### src/rtl/fetchbuf_pkg.sv
// Shared types for the fetch buffer: ITIM bus structs, queue entry, control state.
package fetchbuf_wires;

   typedef struct packed {
      logic        mem_valid;
      logic        mem_fence;
      logic        mem_instr;
      logic [31:0] mem_addr;
      logic [31:0] mem_wdata;
      logic [3:0]  mem_wstrb;
   } mem_in_type;

   typedef struct packed {
      logic [31:0] mem_rdata;
      logic        mem_ready;
   } mem_out_type;

   typedef struct packed {
      logic [31:0] pc;
      logic [31:0] instr;
   } fetchbuf_entry_type;

   typedef enum logic [1:0] {
      run    = 2'd0,
      fdrain = 2'd1,
      fwait  = 2'd2
   } fetchbuf_state_type;

   typedef struct packed {
      fetchbuf_state_type state;
      logic [31:0]        pc;
      logic               outstanding;
      logic               discard;
      logic [31:0]        counter;
   } fetchbuf_reg_type;

   localparam fetchbuf_reg_type fetchbuf_reg_init = '{
      state:       run,
      pc:          32'h0,
      outstanding: 1'b0,
      discard:     1'b0,
      counter:     32'h0
   };

   // A window whose low two bits are 2'b11 starts a 32-bit instruction.
   function automatic logic [31:0] instr_extract(input logic [31:0] window);
      return (window[1:0] == 2'b11) ? window : {16'h0, window[15:0]};
   endfunction

   function automatic logic [31:0] instr_step(input logic [31:0] window);
      return (window[1:0] == 2'b11) ? 32'd4 : 32'd2;
   endfunction

endpackage

### src/rtl/fetchbuf_if.sv
// ITIM request/response bus as seen by the fetch buffer (master) and the ITIM (slave).
interface fetchbuf_if;
   import fetchbuf_wires::*;

   mem_in_type  imem_in;
   mem_out_type imem_out;

   modport master (output imem_in, input imem_out);
   modport slave  (input imem_in, output imem_out);
endinterface

### src/rtl/fetchbuf_fifo.sv
// Small {pc, instr} queue between fetch and decode; head is a plain register read.
module fetchbuf_fifo
   import fetchbuf_wires::*;
#(
   parameter int depth = 4
) (
   input  logic                   reset,
   input  logic                   clock,
   input  logic                   push,
   input  logic                   pop,
   input  logic                   flush,
   input  fetchbuf_entry_type     push_data,
   output fetchbuf_entry_type     head,
   output logic                   valid,
   output logic [$clog2(depth):0] count
);
   localparam int aw = $clog2(depth);
   localparam int cw = aw + 1;

   fetchbuf_entry_type slots [depth];
   logic [aw-1:0]      wptr;
   logic [aw-1:0]      rptr;

   // NOTE: storage has no reset; only pointers and count decide what is valid.
   always_ff @(posedge clock) begin
      if (push) slots[wptr] <= push_data;
   end

   // NOTE: sequential state uses <= so every register samples pre-edge values.
   always_ff @(posedge clock) begin
      if (!reset || flush) begin
         wptr  <= '0;
         rptr  <= '0;
         count <= '0;
      end else begin
         if (push) wptr <= wptr + aw'(1);
         if (pop)  rptr <= rptr + aw'(1);
         if (push && !pop)      count <= count + cw'(1);
         else if (pop && !push) count <= count - cw'(1);
      end
   end

   assign head  = slots[rptr];
   assign valid = (count != '0);

endmodule

### src/rtl/fetchbuf.sv
// Fetch request control, RV32IC length split, redirect and fence.i sequencing
// in front of the ITIM; decoded entries are queued in fetchbuf_fifo.
module fetchbuf
   import fetchbuf_wires::*;
#(
   parameter int          fetchbuf_depth = 4,
   parameter logic [31:0] boot_addr      = 32'h0,
   parameter int          itim_depth     = 4,
   parameter int          fence_wait     = itim_depth + 2
) (
   input  logic        reset,
   input  logic        clock,
   fetchbuf_if.master  imem,
   input  logic        jump_valid,
   input  logic [31:0] jump_addr,
   input  logic        fence_valid,
   output logic        fetch_valid,
   output logic [31:0] fetch_pc,
   output logic [31:0] fetch_instr,
   input  logic        fetch_ready
);
   localparam int cw = $clog2(fetchbuf_depth) + 1;

   fetchbuf_reg_type   r;
   fetchbuf_reg_type   rin;
   mem_in_type         mi;
   mem_out_type        mo;
   fetchbuf_entry_type push_data;
   fetchbuf_entry_type head;
   logic               push;
   logic               pop;
   logic               flush;
   logic               room;
   logic               fifo_valid;
   logic [cw-1:0]      fifo_count;

   assign mo           = imem.imem_out;
   assign imem.imem_in = mi;

   fetchbuf_fifo #(.depth(fetchbuf_depth)) fifo_0 (
      .reset     (reset),
      .clock     (clock),
      .push      (push),
      .pop       (pop),
      .flush     (flush),
      .push_data (push_data),
      .head      (head),
      .valid     (fifo_valid),
      .count     (fifo_count)
   );

   assign fetch_valid = reset && (r.state == run) && fifo_valid;
   assign fetch_pc    = head.pc;
   assign fetch_instr = head.instr;
   assign pop         = fetch_valid && fetch_ready;

   always_comb begin
      // NOTE: every output of this block gets a default first, so no latches.
      rin          = r;
      mi           = '0;
      mi.mem_instr = 1'b1;
      push         = 1'b0;
      push_data    = '0;
      flush        = 1'b0;
      room         = 1'b0;

      case (r.state)
         run: begin
            if (fence_valid || jump_valid) begin
               flush  = 1'b1;
               rin.pc = jump_addr;
               room   = 1'b1;
               if (mo.mem_ready) begin
                  rin.outstanding = 1'b0;
                  rin.discard     = 1'b0;
               end else if (r.outstanding) begin
                  rin.discard = 1'b1;
               end
               if (fence_valid) rin.state = fdrain;
            end else begin
               if (mo.mem_ready) begin
                  rin.outstanding = 1'b0;
                  if (r.discard) begin
                     rin.discard = 1'b0;
                  end else begin
                     push      = 1'b1;
                     push_data = '{pc: r.pc, instr: instr_extract(mo.mem_rdata)};
                     rin.pc    = r.pc + instr_step(mo.mem_rdata);
                  end
               end
               // Only issue when the response is sure to find a free slot.
               room = (int'(fifo_count) + int'(push) - int'(pop)) < fetchbuf_depth;
            end
            if (!fence_valid && room && (!r.outstanding || mo.mem_ready)) begin
               mi.mem_valid    = 1'b1;
               mi.mem_addr     = rin.pc;
               rin.outstanding = 1'b1;
            end
         end
         fdrain: begin
            if (jump_valid) rin.pc = jump_addr;
            if (mo.mem_ready) begin
               rin.outstanding = 1'b0;
               rin.discard     = 1'b0;
            end
            if (!r.outstanding || mo.mem_ready) begin
               mi.mem_valid = 1'b1;
               mi.mem_fence = 1'b1;
               rin.counter  = 32'(fence_wait);
               rin.state    = fwait;
            end
         end
         fwait: begin
            if (jump_valid) rin.pc = jump_addr;
            if (r.counter <= 32'd1) begin
               rin.counter = '0;
               rin.state   = run;
            end else begin
               rin.counter = r.counter - 32'd1;
            end
         end
         default: rin.state = run;
      endcase

      if (!reset) begin
         mi.mem_valid = 1'b0;
         mi.mem_fence = 1'b0;
         mi.mem_addr  = '0;
      end
   end

   always_ff @(posedge clock) begin
      if (!reset) begin
         r    <= fetchbuf_reg_init;
         r.pc <= boot_addr;
      end else begin
         r <= rin;
      end
   end

endmodule

### src/flat_wrapper.sv
// flat-port wrapper written by rule: the top's interface ports become plain ports
module fetchbuf_flat import fetchbuf_wires::*;
#(
   parameter int          fetchbuf_depth = 4,
   parameter logic [31:0] boot_addr      = 32'h0,
   parameter int          itim_depth     = 4,
   parameter int          fence_wait     = itim_depth + 2
)
  (reset, clock, jump_valid, jump_addr, fence_valid, fetch_valid, fetch_pc, fetch_instr, fetch_ready, imem_imem_in, imem_imem_out);
  fetchbuf_if imem_i ();
  input  logic reset;
  input  logic clock;
  input  logic jump_valid;
  input  logic [31:0] jump_addr;
  input  logic fence_valid;
  output logic fetch_valid;
  output logic [31:0] fetch_pc;
  output logic [31:0] fetch_instr;
  input  logic fetch_ready;
  output wire logic [$bits(imem_i.imem_in)-1:0] imem_imem_in;
  input wire logic [$bits(imem_i.imem_out)-1:0] imem_imem_out;
  assign imem_imem_in = imem_i.imem_in;
  assign imem_i.imem_out = imem_imem_out;
  fetchbuf #(.fetchbuf_depth(fetchbuf_depth), .boot_addr(boot_addr), .itim_depth(itim_depth), .fence_wait(fence_wait)) u_core (.reset(reset), .clock(clock), .imem(imem_i), .jump_valid(jump_valid), .jump_addr(jump_addr), .fence_valid(fence_valid), .fetch_valid(fetch_valid), .fetch_pc(fetch_pc), .fetch_instr(fetch_instr), .fetch_ready(fetch_ready));
endmodule
### config.mk
export PLATFORM = sky130hd
export DESIGN_NAME = fetchbuf_flat
export DESIGN_NICKNAME = d
export VERILOG_FILES = /design/src/rtl/fetchbuf_pkg.sv /design/src/rtl/fetchbuf_if.sv /design/src/rtl/fetchbuf_fifo.sv /design/src/rtl/fetchbuf.sv /design/src/flat_wrapper.sv
export SDC_FILE = /design/constraint.sdc
export NUM_CORES = 1
export LEC_CHECK = 0
export BUFFER_PORTS_ARGS = -buffer_cell sky130_fd_sc_hd__clkbuf_2
export CORE_ASPECT_RATIO = 1.75
export CORE_MARGIN = 1.5
export CORE_UTILIZATION = 24
export DETAILED_ROUTE_END_ITERATION = 6
export GPL_TIMING_DRIVEN = 1
export PLACE_DENSITY_LB_ADDON = 0.15
export SYNTH_ARGS = -nofsm -noshare
export SYNTH_HDL_FRONTEND = slang
export SYNTH_SLANG_ARGS = --single-unit
### constraint.sdc
create_clock -name clock -period 3.7 [get_ports clock]
set_clock_uncertainty 0.15 [all_clocks]
set_input_delay 0.37 -clock clock [delete_from_list [all_inputs] [get_ports clock]]
set_output_delay 0.37 -clock clock [all_outputs]
set_load 0.02 [all_outputs]
==> summary.txt, run 1 <==
Status
  – Status: complete, no violations

Place
  – Count of input and output buffers: 168
  – Cells after DPL: 2034
  – Hpwl dp: 30600 µm
  – RD Place Congestion: 0.732
  – DP Area: 17000 µm²
  – Worst slack, placed: 0.310 ns

Clock tree
  – Total CTS buffers: 35
  – Post-CTS Setup Repair Bufs: 0
  – CTS tree: built
  – Htree depth: 2
  – Clk Latency, worst-skew pair: 0.52 ns
  – Clock transition at path regs: 0.06 ns
  – Maximum clock insertion buffer count: 3
  – Clock root cell: clkbuf_16
  – TritonCTS Sinks: 333

Timing
  – Fin. Hold Viols: 0
  – Peak Freq: 279 MHz
  – Slew @ Worst Pin: 0.845 ns
  – Hold Slack: 0.0371 ns
  – Tmin final: 3.58 ns
  – Final setup violation count: 0
  – Fin crit share: 96.8%
  – Final setup TNS: 0 ns
  – Final WS setup: 0.120 ns
  – Final Max Slew Viols: 0
  – Worst slew margin relative to its limit: 43.2%

Finish
  – Commonest non-fill, non-tap cell in the layout: edfxtp_1
  – Filler instances: 6254
  – Post-Layout Cell Count: 2101
  – Design Area, Final: 18500 µm²
  – Register area: 9240 µm²
  – # diodes: 0
  – Final core utilization: 29.8%
  – Nets: 1364
  – Ratio of cells with drive above 1 in the final layout: 30.3%
  – Multi-input logic area: 5590 µm²
  – Most frequent cells in the layout: edfxtp_1 (256), clkbuf_2 (140), nor2_1 (86)
  – Syn-to-layout area delta: 22.9%

Yosys
  – Most used DFF post-synth: edfxtp_1
  – Synthesis warning total: 0
  – Number of synthesized register bits: 333
  – Yosys top cell by area: edfxtp_1
  – Register area share after synthesis: 61.2%
  – Mapped Area: 15100 µm²
  – Syn_area_per_cell: 13.7 µm²
  – Synth Instances: 1100
  – Ranking of synthesized cells by area: edfxtp_1 (51%), dfxtp_1 (10%), mux4_2 (9.6%)
  – Post-synth ARST share: 0%
  – Library cells used by synthesis: 65
  – Synth top area share: 51.0%
  – Post-synth EDFFs: 256

Die
  – I/O pin total: 206
  – DIE AREA: 64400 µm²
  – FP Rows: 121
  – Core footprint: 62200 µm²
  – Die Wd: 192 µm
  – Starting Density: 24.2%
  – Chip height: 335 µm

Global routing
  – GRT overflow: 0
  – Vias in the first global route: 9824
  – Initial antenna violation count: 1
  – First-pass GRT wire length: 64600 µm
  – Largest net degree at the start of global routing: 61
  – GRT Total Usage: 13.6%

Power
  – Pwr/cell area: 678 nW/µm²
  – Peak VDD IR: 0.411 mV
  – Pleak: 6.41 nW
  – Total power: 12.6 mW

Min path
  – HP Class: in -> reg

Detailed routing
  – Post-DRT Antenna Nets: 0
  – Routed wire length: 44600 µm
  – Vias: 9643
  – Drt drc: 0
  – DR vias/cell: 4.59
  – Initial DRC count: 454
  – Pre-antenna DRT Iters: 5
  – WL/cell: 21.2 µm

Setup path
  – Crit end category: output pin
  – CP max FO: 7
  – CP Class: reg -> out
  – Arrival @ worst endpoint: 3.06 ns
  – Worst endpoint required time: 3.18 ns
  – Worst Setup Start Kind: register

Job
  – Max_cap viols: 0
-- power breakdown --
group | total [mW] | switching (mW) | internal (mW)
Combinational | 3.97 | 2.49 | 1.49
Clock | 3.73 | 1.50 | 2.22
Sequential | 4.87 | 0.459 | 4.41
Total | 12.6 | 4.45 | 8.12
-- layer usage --
layer	vias to the layer above	global-route usage, %	wire length [µm]
met5	-	0	11
met4	2	4.26	1120
met3	60	1.99	1970
met2	258	23.1	22200
met1	4854	17.6	19300
li1	4469	-	-
-- path summary, 6_finish.rpt --
| path | slack, ns | endpoint | start | cells after the start |
|---|---|---|---|---|
| worst min register to register | 0.34 | u_core.r[66]$_SDFFE_PN0P_ | u_core.r[66]$_SDFFE_PN0P_ | 2 |
| worst max-delay path | 0.12 | imem_imem_in[47] | u_core.r[35]$_SDFFE_PN0P_ | 9 |
| worst max register to register | 0.80 | u_core.fifo_0.count[2]$_SDFFE_PP0P_ | u_core.r[67]$_SDFFE_PN0P_ | 13 |
| worst min-delay path | 0.04 | u_core.r[65]$_SDFFE_PN0P_ | jump_addr[31] | 3 |
-- cells in the mapped netlist, types with 3 or more instances --
cell type and instances:
a211oi_1 36, a21oi_1 28, a311oi_1 4, a31oi_1 4, and2_1 51, and3_1 23, and4_1 7, buf_1 7
buf_2 20, buf_4 37, clkbuf_1 43, dfxtp_1 77, edfxtp_1 256, ha_1 16, inv_1 17, mux2i_1 14
mux4_2 64, nand2_1 48, nand2b_1 3, nand3_1 19, nand3b_1 3, nand4_1 9, nor2_1 88, nor2b_1 4
nor3_1 34, nor4_1 21, nor4_2 7, o21a_1 4, o21ai_0 18, o221ai_1 18, o22ai_1 5, or3_1 7
or4_1 3, xnor2_1 46, xor2_1 18
-- final cells by class --
class	count	area share, %
flip-flops and latches	333	49.8
repair buffers	214	7.72
inverters	18	0.365
well taps	799	5.40
multi-input cells	674	30.1
clock inverters	22	1.34
clock buffers	41	5.19
-- registers in the layout, indices dropped and copies added (netlist names), named ones only --
register	flops
u_core.fifo_0.wptr	2
u_core.fifo_0.count	3
u_core.fifo_0.rptr	2
u_core.r	68
u_core.fifo_0.slots	256
-- logic make-up (layout without fill, tap and decap cells) --
| kind of cell | Yosys count | in the layout | share of synthesized area, % |
|---|---|---|---|
| compound gates | 138 | 138 | 6.51 |
| buf+inv | 128 | 295 | 4.38 |
| fa+ha+maj | 18 | 18 | 1.59 |
| flops | 333 | 333 | 61.2 |
| xor+xnor | 64 | 64 | 3.72 |
| mux | 78 | 78 | 10.5 |
| simple gates | 339 | 339 | 12.0 |
| other cells | 2 | 37 | 0.0498 |
-- critical path, stage by stage, from the launching register on --
cell      delay (ns)
dfxtp_1         0.34
ha_1            0.23
fa_1            0.35
and3b_2         0.27
buf_4           0.16
nand2_1         0.30
nor2_1          0.13
xnor2_1         0.44
a211oi_2        0.13
buf_4           0.17
-- timing repair --
item	in CTS	in global routing
pin swaps	1	2
resized for setup	5	84
hold buffers	1	0
cloned	0	3
hold endpoints to repair	1	0
endpoints found under the setup margin	7	33
Power figures use the tool's default switching activity.
==> run 2: changes to the inputs <==
- CORE_UTILIZATION: 24 -> 52
==> run 2 against run 1 <==
Compared with the run above:
- clock-buffer cell count shrank 8
- sequential share of layout area grew 2.6 points
- largest power group unchanged
- sequential power is essentially flat
- flip-flop and latch count is the same
- setup slack gained 0.053 ns
- final cell count shrank 20%
- first-iteration DRC count grew 20%
- non-clock buffer count grew 2
==> summary.txt, run 2 (synthesized netlist as in run 1, its figures left out) <==
Status
  – Status: complete, no violations

Place
  – Hpwl dp: 21500 µm (-30%)
  – Cells after DPL: 1598 (-21%)
  – RD Place Congestion: 0.879 (+20%)
  – Count of input and output buffers: 168 (unchanged)
  – Worst slack, placed: 0.400 ns (+0.0907 ns)

Timing
  – Final setup violation count: 0 (unchanged)
  – Fin. Hold Viols: 0 (unchanged)
  – Slew @ Worst Pin: 0.789 ns (-0.0561 ns)
  – RSZ-0062 raised after global routing: false
  – Peak Freq: 283 MHz (+1.5%)
  – Final setup TNS: 0 ns (unchanged)
  – Tmin final: 3.53 ns (-0.0531 ns)
  – Final WS setup: 0.173 ns (+0.0531 ns)
  – Worst slew margin relative to its limit: 46.9% (+3.8 points)
  – Final Max Slew Viols: 0 (unchanged)
  – Fin crit share: 95.3% (-1.4 points)

Power
  – Total power: 11.6 mW (-8.0%)
  – Peak VDD IR: 0.863 mV (+110%)
  – Pleak: 6.23 nW (-2.8%)
  – Pwr/cell area: 657 nW/µm² (-3.1%)

Setup path
  – Worst endpoint required time: 3.18 ns (about the same)
  – CP max FO: 8 (+1)
  – CP Class: reg -> out
  – Worst Setup Start Kind: register
  – Crit end category: output pin
  – Arrival @ worst endpoint: 3.01 ns (-0.05 ns)

Global routing
  – First-pass GRT wire length: 52900 µm (-18%)
  – GRT Total Usage: 22.4% (+8.9 points)
  – Vias in the first global route: 9700 (-1.3%)
  – Initial antenna violation count: 0 (-1)
  – Largest net degree at the start of global routing: 65 (+6.6%)
  – GRT overflow: 0 (unchanged)

Clock tree
  – Post-CTS Setup Repair Bufs: 0 (unchanged)
  – Clock root cell: clkbuf_16
  – Maximum clock insertion buffer count: 3 (unchanged)
  – CTS tree: built
  – Total CTS buffers: 30 (-14%)
  – Clk Latency, worst-skew pair: 0.56 ns (+0.04 ns)
  – TritonCTS Sinks: 333 (unchanged)
  – Htree depth: 1 (-1)
  – Clock transition at path regs: 0.07 ns (about the same)

Die
  – Core footprint: 28600 µm² (-54%)
  – Chip height: 228 µm (-32%)
  – Starting Density: 52.7% (+28 points)
  – I/O pin total: 206 (unchanged)
  – FP Rows: 82 (-32%)
  – DIE AREA: 30100 µm² (-53%)
  – Die Wd: 132 µm (-32%)

Job
  – Max_cap viols: 0 (unchanged)

Detailed routing
  – WL/cell: 20.2 µm (-5.0%)
  – Drt drc: 0 (unchanged)
  – Vias: 9623 (-0.21%)
  – WL met3: 1470 µm (-25%)
  – Met1 wire length: 13300 µm (-31%)
  – Post-DRT Antenna Nets: 0 (unchanged)
  – Highest Signal Layer: met4
  – Pre-antenna DRT Iters: 5 (unchanged)
  – Initial DRC count: 547 (+20%)
  – Met2 wire length: 17800 µm (-20%)
  – DR vias/cell: 5.75 (+25%)
  – Routed wire length: 33800 µm (-24%)

Finish
  – Final core utilization: 61.5% (+32 points)
  – Filler instances: 2213 (-65%)
  – Ratio of cells with drive above 1 in the final layout: 28.1% (-2.3 points)
  – Nets: 1361 (-0.22%)
  – Commonest non-fill, non-tap cell in the layout: edfxtp_1
  – # diodes: 0 (unchanged)
  – Most frequent cells in the layout: edfxtp_1 (256), clkbuf_2 (145), nor2_1 (87)
  – Largest register FFs: 256 (unchanged)
  – Largest register by flop count: u_core.fifo_0.slots
  – Largest regs: u_core.fifo_0.slots x256, u_core.r x68, u_core.fifo_0.count x3
  – Syn-to-layout area delta: 16.7%
  – Post-Layout Cell Count: 1675 (-20%)

Min path
  – HP Class: in -> reg
[run 2: worst paths after layout]
kind              cells past startpoint                 startpoint                                   to  slack [ns]
hold reg to reg                       2  u_core.r[66]$_SDFFE_PN0P_            u_core.r[66]$_SDFFE_PN0P_        0.35
setup / recovery                     13  u_core.r[32]$_SDFFE_PN0P_                     imem_imem_in[62]        0.17
hold / removal                        2           imem_imem_out[7]  u_core.fifo_0.slots[3][6]$_DFFE_PP_        0.03
setup reg to reg                      6  u_core.r[66]$_SDFFE_PN0P_            u_core.r[44]$_SDFFE_PN0P_        0.95
[run 2: layout make-up]
cell class,count,area [µm²],area share (%)
clock buffer,33,783,4.45
clock inverter,23,203,1.15
inverter,18,67.6,0.384
multi-input combinational,674,5480,31.2
sequential,333,9240,52.5
tap,378,473,2.69
timing repair buffer,216,1350,7.69
[run 2: power by group]
group | total (mW) | internal [mW] | switching, mW
Sequential | 4.90 | 4.41 | 0.490
Clock | 3.09 | 1.74 | 1.35
Combinational | 3.57 | 1.37 | 2.21
[run 2: per-layer routing]
layer | up-vias | track usage, %
met1 | 4802 | 28.1
met2 | 292 | 39.6
met5 | - | 0
li1 | 4464 | -
met4 | 0 | 9.38
met3 | 65 | 2.31
[run 2: critical path, stage by stage (launching register included)]
cell and delay (ns):
dfxtp_2 0.33, inv_1 0.06, nand2_1 0.09, inv_2 0.06
ha_4 0.16, ha_4 0.16, xor2_2 0.15, nor4_2 0.17
ha_2 0.20, nor2_1 0.05, a211o_2 0.43, clkbuf_16 0.21
a211oi_2 0.20, buf_4 0.17
[run 2: repair_timing]
item,in CTS,in global routing
hold endpoints to repair,25,0
hold buffers,19,0
setup endpoints to repair,28,31
gates cloned,0,2
pin swaps,0,4
gates resized for setup,5,56
[run 2: metrics by stage]
step	instance area, µm²	hold WS, ns
floorplan	15200	0.302
detailed placement	16200	0.329
CTS	17400	0.0105
finish	17600	0.0348
global route	17600	0.0191
global placement	16200	0.319
